### src/rtl/reg_file_stage.sv
// Eight-entry register file with a one-deep registered operand stage feeding the ALU.
// Reads bypass a same-edge write; the operand set is held under downstream backpressure.
module reg_file_cell #(
  parameter int WIDTH = 8
) (
  input  logic             CLK,
  input  logic             RESET,
  input  logic             we,
  input  logic [WIDTH-1:0] d,
  output logic [WIDTH-1:0] q
);
  always_ff @(posedge CLK or posedge RESET)
    if (RESET)   q <= '0;
    else if (we) q <= d;
endmodule

module reg_file_stage #(
  parameter int WIDTH = 8
) (
  input  logic             CLK,
  input  logic             RESET,
  input  logic [WIDTH-1:0] IN,
  input  logic [2:0]       INADDRESS,
  input  logic             WRITE,
  input  logic [2:0]       OUT1ADDRESS,
  input  logic [2:0]       OUT2ADDRESS,
  input  logic [2:0]       SELECT_IN,
  input  logic             ISSUE_VALID,
  output logic             ISSUE_READY,
  output logic [WIDTH-1:0] OUT1,
  output logic [WIDTH-1:0] OUT2,
  output logic [2:0]       SELECT,
  output logic             OUT_VALID,
  input  logic             OUT_READY
);
  localparam int NUM_REGS = 8;

  typedef enum logic {EMPTY = 1'b0, FULL = 1'b1} state_t;

  typedef struct packed {
    logic [WIDTH-1:0] op1;
    logic [WIDTH-1:0] op2;
    logic [2:0]       sel;
  } opset_t;

  logic [NUM_REGS-1:0][WIDTH-1:0] regs;
  logic [NUM_REGS-1:0]            we;
  state_t                         state, state_nxt;
  opset_t                         opset, opset_nxt;
  logic                           accept;

  genvar g;
  generate
    for (g = 0; g < NUM_REGS; g++) begin : g_reg
      assign we[g] = WRITE && (INADDRESS == 3'(g));
      reg_file_cell #(.WIDTH(WIDTH)) u_cell (
        .CLK  (CLK),
        .RESET(RESET),
        .we   (we[g]),
        .d    (IN),
        .q    (regs[g])
      );
    end
  endgenerate

  assign OUT_VALID   = (state == FULL);
  assign ISSUE_READY = !OUT_VALID || OUT_READY;
  assign accept      = ISSUE_VALID && ISSUE_READY;

  // Same-edge write forwards straight into the captured operand.
  always_comb begin
    opset_nxt.op1 = (WRITE && INADDRESS == OUT1ADDRESS) ? IN : regs[OUT1ADDRESS];
    opset_nxt.op2 = (WRITE && INADDRESS == OUT2ADDRESS) ? IN : regs[OUT2ADDRESS];
    opset_nxt.sel = SELECT_IN;
  end

  always_comb begin
    state_nxt = state;
    case (state)
      EMPTY:   if (accept) state_nxt = FULL;
      FULL:    if (OUT_READY && !accept) state_nxt = EMPTY;
      default: state_nxt = EMPTY;
    endcase
  end

  always_ff @(posedge CLK or posedge RESET)
    if (RESET) state <= EMPTY;
    else       state <= state_nxt;

  always_ff @(posedge CLK or posedge RESET)
    if (RESET)       opset <= '0;
    else if (accept) opset <= opset_nxt;

  assign OUT1   = opset.op1;
  assign OUT2   = opset.op2;
  assign SELECT = opset.sel;
endmodule
### config.mk
export PLATFORM = sky130hd
export DESIGN_NAME = reg_file_stage
export DESIGN_NICKNAME = d
export VERILOG_FILES = /design/src/rtl/reg_file_stage.sv
export SDC_FILE = /design/constraint.sdc
export NUM_CORES = 1
export LEC_CHECK = 0
export CAP_MARGIN = 20
export CORE_UTILIZATION = 60
export DETAILED_ROUTE_END_ITERATION = 16
export PLACE_DENSITY = 0.94
export SLEW_MARGIN = 15
export SYNTH_ARGS = -nofsm -noshare
export SYNTH_HDL_FRONTEND = slang
export SYNTH_SLANG_ARGS = --single-unit
### constraint.sdc
create_clock -name CLK -period 7.7 [get_ports CLK]
set_input_delay 2.31 -clock CLK [delete_from_list [all_inputs] [get_ports CLK]]
set_output_delay 2.31 -clock CLK [all_outputs]
set_load 0.02 [all_outputs]
==> results of run 1 <==
placed cells by master (no fill, tap or decap), drive strengths merged:
cell	Yosys	final
a221o	16	16
and4	2	2
buf	26	2
bufinv	0	1
clkbuf	3	12
clkdlybuf4s50	0	45
clkinv	0	2
clkinvlp	0	2
dfrtp	84	84
mux2	67	67
mux2i	16	16
mux4	32	32
nand2	2	2
nand2b	3	3
nand4	1	1
nand4b	3	3
nor2b	2	2
nor3	18	18
nor3b	2	2
xnor2	6	6
flip-flops by register name, indices dropped and copies added (netlist names):
signal,flops
OUT_VALID,1
OUT2,8
OUT1,8
g.u_cell.q,64
SELECT,3
how the worst max path moves through the flow:
| stage | start | end | slack (ps) | cells after the start |
|---|---|---|---|---|
| floorplan | OUT_READY | ISSUE_READY | 2830 | 1 |
| global placement | OUT_READY | ISSUE_READY | 1880 | 3 |
| detailed placement | OUT_READY | ISSUE_READY | 1860 | 3 |
| CTS | OUT_READY | ISSUE_READY | 1860 | 3 |
| global route | OUT_READY | ISSUE_READY | 1790 | 3 |
| finish | OUT_READY | ISSUE_READY | 1870 | 3 |
cell type report:
cell class / count / area (sq um)
multi-input cells: 170 / 2160
fillers: 451 / 2150
flip-flops and latches: 84 / 2100
repair buffers: 47 / 485
clock buffers: 12 / 135
well taps: 99 / 124
clock inverters: 4 / 50.0
inverters: 1 / 5.00
stage by stage:
| step | hold WS, ps | setup slack, ps | util |
|---|---|---|---|
| global placement | 490 | 1880 | 0.672 |
| CTS | 520 | 1860 | 0.698 |
| finish | 517 | 1870 | 0.702 |
| global route | 531 | 1790 | 0.702 |
| floorplan | 485 | 2830 | - |
| detailed placement | 502 | 1860 | 0.672 |
kinds of logic after synthesis:
kind of cell	count (synthesis)	share of synthesized area
xor gates and xnor gates	6	0.0118
muxes	115	0.388
buffers and inverters	30	0.0454
AOI/OAI and AO/OA	16	0.0359
and+or+nand+nor	33	0.0485
DFF	84	0.471
worst max-delay path, cell delays in order:
cell and delay, ps:
clkdlybuf4s50_1 440, nand2b_1 150, clkdlybuf4s50_1 620
power groups by stage:
stage / sequential, mW / combinational (mW) / clock (mW)
after floorplan: 0.626 / 0.222 / 0
after global placement: 0.604 / 0.340 / 0
after detailed placement: 0.615 / 0.357 / 0
after CTS: 0.608 / 0.359 / 0.303
after global routing: 0.622 / 0.387 / 0.322
final: 0.610 / 0.363 / 0.303
Yosys cell counts:
cell       n  area [sq um]
dfrtp_1   84          2100
buf_12     2          40.0
nor3_1    16          80.1
nor2b_1    2          12.5
nand2_1    1          3.75
nand2b_1   3          18.8
mux4_1    26           683
clkbuf_1   3          11.3
buf_2      7          35.0
buf_4      5          37.5
mux2_2    67           754
mux4_2     6           135
buf_1      8          30.0
nand4_1    1          6.26
and4_1     2          17.5
buf_6      4          45.0
nor3_2     2          20.0
nand2_2    1          6.26
a221o_1   16           160
mux2i_1   16           160
xnor2_1    6          52.6
inv_1      1          3.75
nand4b_1   3          26.3
nor3b_2    2          25.0
layer usage:
layer | vias to the layer above | track usage | part of all wire
met5 | - | 0 | 0
met4 | 0 | 0.138 | 0.029
met3 | 31 | 0.0597 | 0.072
met2 | 140 | 0.457 | 0.50
met1 | 1483 | 0.344 | 0.39
li1 | 1188 | - | -
==> summary.md, run 1 <==
| Metric | Value |
|---|---|
| Layout cells sized above 1 | 0.296 |
| Vias in the first global route | 2,827 |
| Mapped Nets | 309 |
| DP HPWL | 6380 microns |
| Cell area after synthesis | 4470 sq um |
| CTS Buffer Depth | 2 |
| Residual DRC count | 0 |
| Worst Hold Class | flip-flop to flip-flop |
| Setup violators final | 0 |
| Share of power burned in registers | 0.478 |
| Power Density | 252 nW/um^2 |
| Htree depth | 3 |
| CTS tree | yes |
| WS Path Type | primary input to output port |
| Reg2reg end | OUT2[5]$_DFFE_PP0P_ |
| Seq cells post-synth | 84 |
| Die width | 88.3 microns |
| Clock root buffer | clkbuf_8 |
| Non-filler cells, final | 417 |
| Final Hold Vio Count | 0 |
| Pins over their slew limit | 0 |
| Post-synthesis cell count | 284 |
| Reg2Reg Depth | 4 |
| Synth cell types | 24 |
| Outcome | finished clean |
| Crit path arrival time | 3520 ps |
| Worst Hold Depth | 1 |
| Synth Warn # | 0 |
| Detailed Route Iter0 Violations | 195 |
| FF-to-FF Start | OUT_VALID$_DFF_PP0_ |
| Maximum clock frequency | 171 MHz |
| Clk network pwr share | 0.237 |
| Core box area | 7210 sq um |
| P&R area growth vs syn | 13.4% |
| Antenna diode count | 0 |
| MaxCap Viol Count | 0 |
| Slew @ Worst Pin | 1160 ps |
| Nets | 338 |
| Placed instance count | 400 |
| Worst hold start | OUT2[0]$_DFFE_PP0P_ |
| Fin Setup TNS | 0 ps |
| Routability Congestion | 0.722 |
| Total chip power | 1.28 mW |
| Crit path capture type | output port |
| Seq/Total Area, Yosys | 0.471 |
| Vias per std cell | 6.82 |
| Syn Area/Cell | 15.7 sq um |
| First-pass GRT wire length | 15,200 microns |
| Net Sw Power | 0.371 mW |
| Die height | 88.3 microns |
| DRT Pass-1 Iters | 6 |
| R2r setup slk | 5800 ps |
| Drt wl/cell | 24.3 microns |
| Unrepaired setup endpoints after global routing | no |
| Required @ worst endpoint | 5390 ps |
| Final Skew | 9.61 ps |
| Sw frac | 0.291 |
| Clk_lat worst skew | 350 ps |
| Pleak | 2.12 nW |
| CTS resizes | 0 |
| Maximum VDD drop | 111 uV |
| Period Utilization, post-route | 0.758 |
| TritonCTS Buffers | 9 |
| Pin count of the biggest net entering global routing | 85 |
| P_int | 0.905 mW |
| Sink Count | 84 |
| Crit Path Max Fanout | 3 |
| Routed via count | 2,842 |
| Post-CTS Setup Bufs | 0 |
| Grt ovf | 0 |
| Slew Limit Headroom | 0.226 |
| Final Cell Area | 5060 sq um |
| Initial antenna violation count | 0 |
| Logic pwr share | 0.285 |
| I/O pins | 46 |
| Routed Antenna Nets | 0 |
| Die Area | 7790 sq um |
| Initial core utilization | 0.619 |
| # rows | 31 |
| IO buf count | 45 |
| Hold buffers post-CTS | 0 |
| Min Tclk post-route | 5830 ps |
| Type of origin of the critical path | primary input |
| Total track usage | 0.275 |
| Routed WL | 10,100 microns |
| Hold Path Sink | OUT2[0]$_DFFE_PP0P_ |
| Placed inst area | 4850 sq um |
| Worst-path clk slew | 80 ps |
No activity file was read; power rests on OpenSTA's default activity.
==> inputs of run 2 (changes only) <==
--- a/config.mk
+++ b/config.mk
@@ -6,9 +6,9 @@
 export NUM_CORES = 1
 export LEC_CHECK = 0
 export CAP_MARGIN = 20
-export CORE_UTILIZATION = 60
+export CORE_UTILIZATION = 51
 export DETAILED_ROUTE_END_ITERATION = 16
-export PLACE_DENSITY = 0.94
+export PLACE_DENSITY = 0.86
 export SLEW_MARGIN = 15
 export SYNTH_ARGS = -nofsm -noshare
 export SYNTH_HDL_FRONTEND = slang
==> constraint.sdc (replaced) <==
create_clock -name CLK -period 5.1 [get_ports CLK]
set_input_delay 1.53 -clock CLK [delete_from_list [all_inputs] [get_ports CLK]]
set_output_delay 1.53 -clock CLK [all_outputs]
set_load 0.02 [all_outputs]
==> summary.md, run 2 (synthesis results as in run 1) <==
| Metric | Value |
|---|---|
| Outcome | finished clean |
| DP HPWL | 6580 microns (+3.2%) |
| Sw frac | 0.283 (-0.00754) |
| Worst-path clk slew | 90 ps (about the same) |
| I/O pins | 46 (unchanged) |
| Maximum clock frequency | 234 MHz |
| Total chip power | 2.01 mW (+58%) |
| Crit-path cells | clkdlybuf4s50_1 -> nand2b_1 -> clkdlybuf4s50_1 |
| IO buf count | 45 (unchanged) |
| WS Path Type | primary input to output port |
| Min Tclk post-route | 4280 ps |
| Final hold slack | 511 ps (-6.50 ps) |
| Crit Path Max Fanout | 3 (unchanged) |
| Clk network pwr share | 0.274 (+0.037) |
| Htree depth | 3 (unchanged) |
| Layout cells sized above 1 | 0.318 (+0.0223) |
| Final Hold Vio Count | 0 (unchanged) |
| Worst Hold Class | flip-flop to flip-flop |
| Period Utilization, post-route | 0.839 |
| Routed WL | 9880 microns (-2.5%) |
| Antenna diode count | 0 (unchanged) |
| Unrepaired setup endpoints after global routing | no |
| Power Density | 391 nW/um^2 (+55%) |
| Nets | 344 (+1.8%) |
| Top delay family on crit path | buffers and inverters |
| Detailed Route Iter0 Violations | 156 (-20%) |
| Routability Congestion | 0.761 (+5.4%) |
| Pin count of the biggest net entering global routing | 47 (-45%) |
| Grt ovf | 0 (unchanged) |
| Vias in the first global route | 2,875 (+1.7%) |
| Die Area | 9140 sq um (+17%) |
| Die width | 95.6 microns (+8.3%) |
| Fin Setup TNS | 0 ps (unchanged) |
| Required @ worst endpoint | 3570 ps (-1820 ps) |
| DRT Pass-1 Iters | 4 (-2) |
| Pins over their slew limit | 0 (unchanged) |
| CTS resizes | 0 (unchanged) |
| Maximum VDD drop | 136 uV (+22%) |
| Post-CTS Setup Bufs | 0 (unchanged) |
| Slew Limit Headroom | 0.339 (+0.113) |
| # rows | 33 (+6.5%) |
| Die height | 95.6 microns (+8.3%) |
| Core box area | 8340 sq um (+16%) |
| Type of origin of the critical path | primary input |
| Placed inst area | 4910 sq um (+1.2%) |
| P_int | 1.44 mW (+59%) |
| Net Sw Power | 0.570 mW (+54%) |
| TritonCTS Buffers | 9 (unchanged) |
| Buf/Inv on CP | 2 (unchanged) |
| Crit path arrival time | 2750 ps (-770 ps) |
| Filler cells | 581 (+29%) |
| MaxCap Viol Count | 0 (unchanged) |
| CTS Buffer Depth | 2 (unchanged) |
| Drt wl/cell | 23.0 microns (-5.2%) |
| Most frequent cells in the layout | dfrtp_1, mux2_2, clkdlybuf4s50_1, mux4_1 |
| Pleak | 2.16 nW (+2.2%) |
| Hold buffers post-CTS | 0 (unchanged) |
| Slew @ Worst Pin | 987 ps (-170 ps) |
| CTS tree | yes |
| Sequential Area | 2100 sq um (unchanged) |
| Initial core utilization | 0.536 (-0.0836) |
| Clk_lat worst skew | 360 ps (about the same) |
| Initial antenna violation count | 0 (unchanged) |
| Routed Antenna Nets | 0 (unchanged) |
| Clock root buffer | clkbuf_8 |
| Final Cell Area | 5150 sq um (+1.6%) |
| Vias per std cell | 6.45 (-5.4%) |
| Most common library cell in the layout ignoring fill and taps | dfrtp_1 |
| Crit-path max cell delay | 620 ps (about the same) |
| Slowest-stage cell, CP | clkdlybuf4s50_1 |
| Reg with most FFs | g.u_cell.q |
| Residual DRC count | 0 (unchanged) |
| Share of power burned in registers | 0.460 (-0.018) |
| Cell mode on critical path | clkdlybuf4s50_1 |
| Routed via count | 2,766 (-2.7%) |
| Area of the multi-input gates | 2160 sq um (unchanged) |
| Max reg flops | 64 (unchanged) |
| Setup violators final | 0 (unchanged) |
| Total track usage | 0.237 (-0.0384) |
| First-pass GRT wire length | 15,400 microns (+1.4%) |
| Sink Count | 84 (unchanged) |
| Post-Route Utilization | 0.617 (-0.0849) |
| Crit path capture type | output port |
| Final Skew | 12.4 ps (+2.79 ps) |
| P&R area growth vs syn | 15.2% |
| Logic pwr share | 0.266 (-0.019) |
==> run 2: path summary, 6_finish.rpt <==
check | endpoint | start | slack [ps] | cells past startpoint
worst max-delay path | ISSUE_READY | OUT_READY | 820 | 3
worst min-delay path | SELECT[2]$_DFFE_PP0P_ | SELECT[2]$_DFFE_PP0P_ | 510 | 1
worst max register to register | OUT1[2]$_DFFE_PP0P_ | OUT_VALID$_DFF_PP0_ | 3240 | 4
worst min register to register | SELECT[2]$_DFFE_PP0P_ | SELECT[2]$_DFFE_PP0P_ | 510 | 1
max in group asynchronous | g_reg[7].u_cell.q[3]$_DFFE_PP0P_ | RESET | 2510 | 3
min in group asynchronous | OUT1[7]$_DFFE_PP0P_ | RESET | 1560 | 2
==> run 2: power by group through the flow <==
| stage | logic, mW | registers (mW) | clock network, mW |
|---|---|---|---|
| 2_1_floorplan | 0.334 | 0.945 | 0 |
| 3_3_place_gp | 0.515 | 0.916 | 0 |
| 3_5_place_dp | 0.535 | 0.936 | 0 |
| 4_1_cts | 0.538 | 0.926 | 0.554 |
| 5_1_grt | 0.574 | 0.946 | 0.581 |
| 6_report | 0.536 | 0.927 | 0.551 |
==> run 2: routing by layer <==
metal,vias to the layer above,GRT usage,wire length (microns)
met3,31,0.0375,634
met4,0,0.165,347
met1,1418,0.283,3920
li1,1202,-,-
met2,115,0.391,4990
met5,-,0,0
==> run 2: through the flow <==
step / setup slack (ps) / std cells
2_1_floorplan: 1400 / 284
3_3_place_gp: 834 / 413
3_5_place_dp: 814 / 413
4_1_cts: 820 / 429
5_1_grt: 787 / 429
6_report: 822 / 429
==> run 2: final cells by class <==
cell class	instances	share of cell area
Clock inverter	5	0.0163
Clock buffer	11	0.0294
Sequential cell	84	0.408
Timing Repair Buffer	53	0.0992
Tap cell	105	0.0255
Multi-Input combinational cell	170	0.420
Inverter	1	0.000973
==> patch, RTL diff (settings of run 2) <==
Set the localparam `NUM_REGS` to 10 (it was 8).
--- a/src/rtl/reg_file_stage.sv
+++ b/src/rtl/reg_file_stage.sv
@@ -35,3 +35,3 @@
 );
-  localparam int NUM_REGS = 8;
+  localparam int NUM_REGS = 10;
 
Formal check against the unedited RTL: equivalent (Yosys induction, for registers that start in step).
==> patch against run 2 <==
Power increased by 1.2%. Wire length increased by 0.46%. Fmax increased by 0.32%. Hold slack got worse by 0.00095 ns. Synthesized area increased by 0.22%. Clock power increased by 5.8%. Critical path depth unchanged. Worst setup slack improved by 0.014 ns. Sequential cell count unchanged. Die area increased by 0.22%. Non-clock buffer count increased by 1. Clock skew about the same. Cell area increased by 0.34%. Critical path type unchanged. Largest power group unchanged.
==> patch: results (changes against run 2) <==
logic_synthesis:
  ys_seq_area_share_pct: 47.0  # was 47.1%
  synth.avg_cell_area_sq_um: 15.8  # was 15.7 sq um
  synth_fp_nets: 309  # unchanged
  ys_types: 25  # was 24
  synth_common_cells: "dfrtp_1, mux2_2, mux4_1"  # unchanged
  synthTopCellsByArea: "dfrtp_1, mux2_2, mux4_1, a221o_1, mux2i_1"  # unchanged
timing:
  tightest_slew_ns: 0.947  # was 0.987 ns
  fin_worst_skew_ns: 0.0124  # about the same
  holdWs_ns: 0.510  # was 0.511 ns
clock_tree:
  htreeDepth: 3  # unchanged
  clk_pin_slew_ns: 0.08
  numCtsBuffers: 9  # unchanged
  clk_latency_ns: 0.36  # about the same
  cts_resized: 0  # unchanged
final_layout:
  largest-register: "g.u_cell.q"  # unchanged
  largest_reg_flops: 64  # unchanged
  nets: 345  # was 344
  drive_above_1_share_pct: 32.3  # was 31.8%
  antenna_cells: 0  # unchanged
global_routing:
  grt-ovfl-total: 0  # unchanged
  grt_pass1_wl_microns: 15600  # was 15400 microns
  grt_max_degree: 54  # was 47
  track_usage_pct: 24.0  # was 23.7%
  grt_pass1_vias: 2971  # was 2875
  antenna_found_initial: 0  # unchanged
placed_design:
  port_buffers: 45  # unchanged
  place_congestion: 0.781  # was 0.761
  placed_area_sq_um: 4910  # about the same
  place_hpwl_microns: 6440  # was 6580 microns
  placedCellCount: 414  # was 413
  place_ws_ns: 0.829  # was 0.814 ns
route:
  drt-wirelength-per-cell_microns: 23.1  # was 23.0 microns
  drt-met1-wl_microns: 3830  # was 3920 microns
  routed-wl-met3_microns: 724  # was 634 microns
  firstDrtPassIters: 4  # unchanged
  drt_iter0_markers: 183  # was 156
  vias: 2763  # was 2766
  wl_met2_microns: 5150  # was 4990 microns
  viasPerCell: 6.43  # was 6.45
  top_layer: "met4"  # unchanged
run_status:
  status: "finished, final reports clean"  # unchanged
power:
  leakage_nw: 2.17  # was 2.16 nW
  irDropWorstVdd_mv: 0.258  # was 0.136 mV
worst_hold_path:
  min-delay-start: "SELECT[0]"  # was SELECT[2]
  hold_path_end: "SELECT[0]"  # was SELECT[2]
critical_path:
  rr_endpoint: "OUT1[6]"  # was OUT1[2]
  cp_max_fo: 3  # unchanged
  arrival_ns: 2.73  # was 2.75 ns
  r2r.worst_path.cells: 4  # unchanged
  reg2reg_slack_ns: 3.21  # was 3.24 ns
-- patch: cell type report --
class / count / area (sq um)
Sequential cell: 84 / 2100
Clock inverter: 6 / 111
Tap cell: 105 / 131
Timing Repair Buffer: 54 / 518
Multi-Input combinational cell: 170 / 2160
Fill cell: 607 / 3180
Clock buffer: 10 / 138
Inverter: 1 / 5.00
-- patch: how the worst max path moves through the flow --
| stage | end | slack (ns) | depth (start not counted) |
|---|---|---|---|
| after global routing | ISSUE_READY | 0.77 | 3 |
| after CTS | ISSUE_READY | 0.83 | 3 |
| final | ISSUE_READY | 0.84 | 3 |
| after detailed placement | ISSUE_READY | 0.83 | 3 |
| after floorplan | OUT1[0] | 1.40 | 1 |
| after global placement | ISSUE_READY | 0.83 | 3 |
-- patch: metal layers --
layer / vias up / global-route usage (%)
met3: 24 / 8.14
met4: 0 / 9.83
li1: 1196 / -
met2: 110 / 41.3
met5: - / 0
met1: 1433 / 27.5
-- patch: kinds of logic after synthesis --
| family | after synthesis | share of synthesized area (%) |
|---|---|---|
| multiplexers | 115 | 38.6 |
| flip-flops | 84 | 47.0 |
| AND/OR/NAND/NOR | 33 | 4.84 |
| buffers and inverters | 30 | 4.83 |
| AO/OA/AOI/OAI | 16 | 3.58 |
| XOR/XNOR | 6 | 1.17 |
-- patch: worst max-delay path: stages --
cell,delay (ns)
clkdlybuf4s50_1,0.44
nand2b_1,0.14
clkdlybuf4s50_1,0.62
-- patch: report_power, final --
group | internal [mW] | switching (mW) | leakage [nW] | total (mW)
logic | 0.323 | 0.209 | 1.04 | 0.533
registers | 0.818 | 0.104 | 1.01 | 0.922
clock network | 0.339 | 0.244 | 0.122 | 0.583
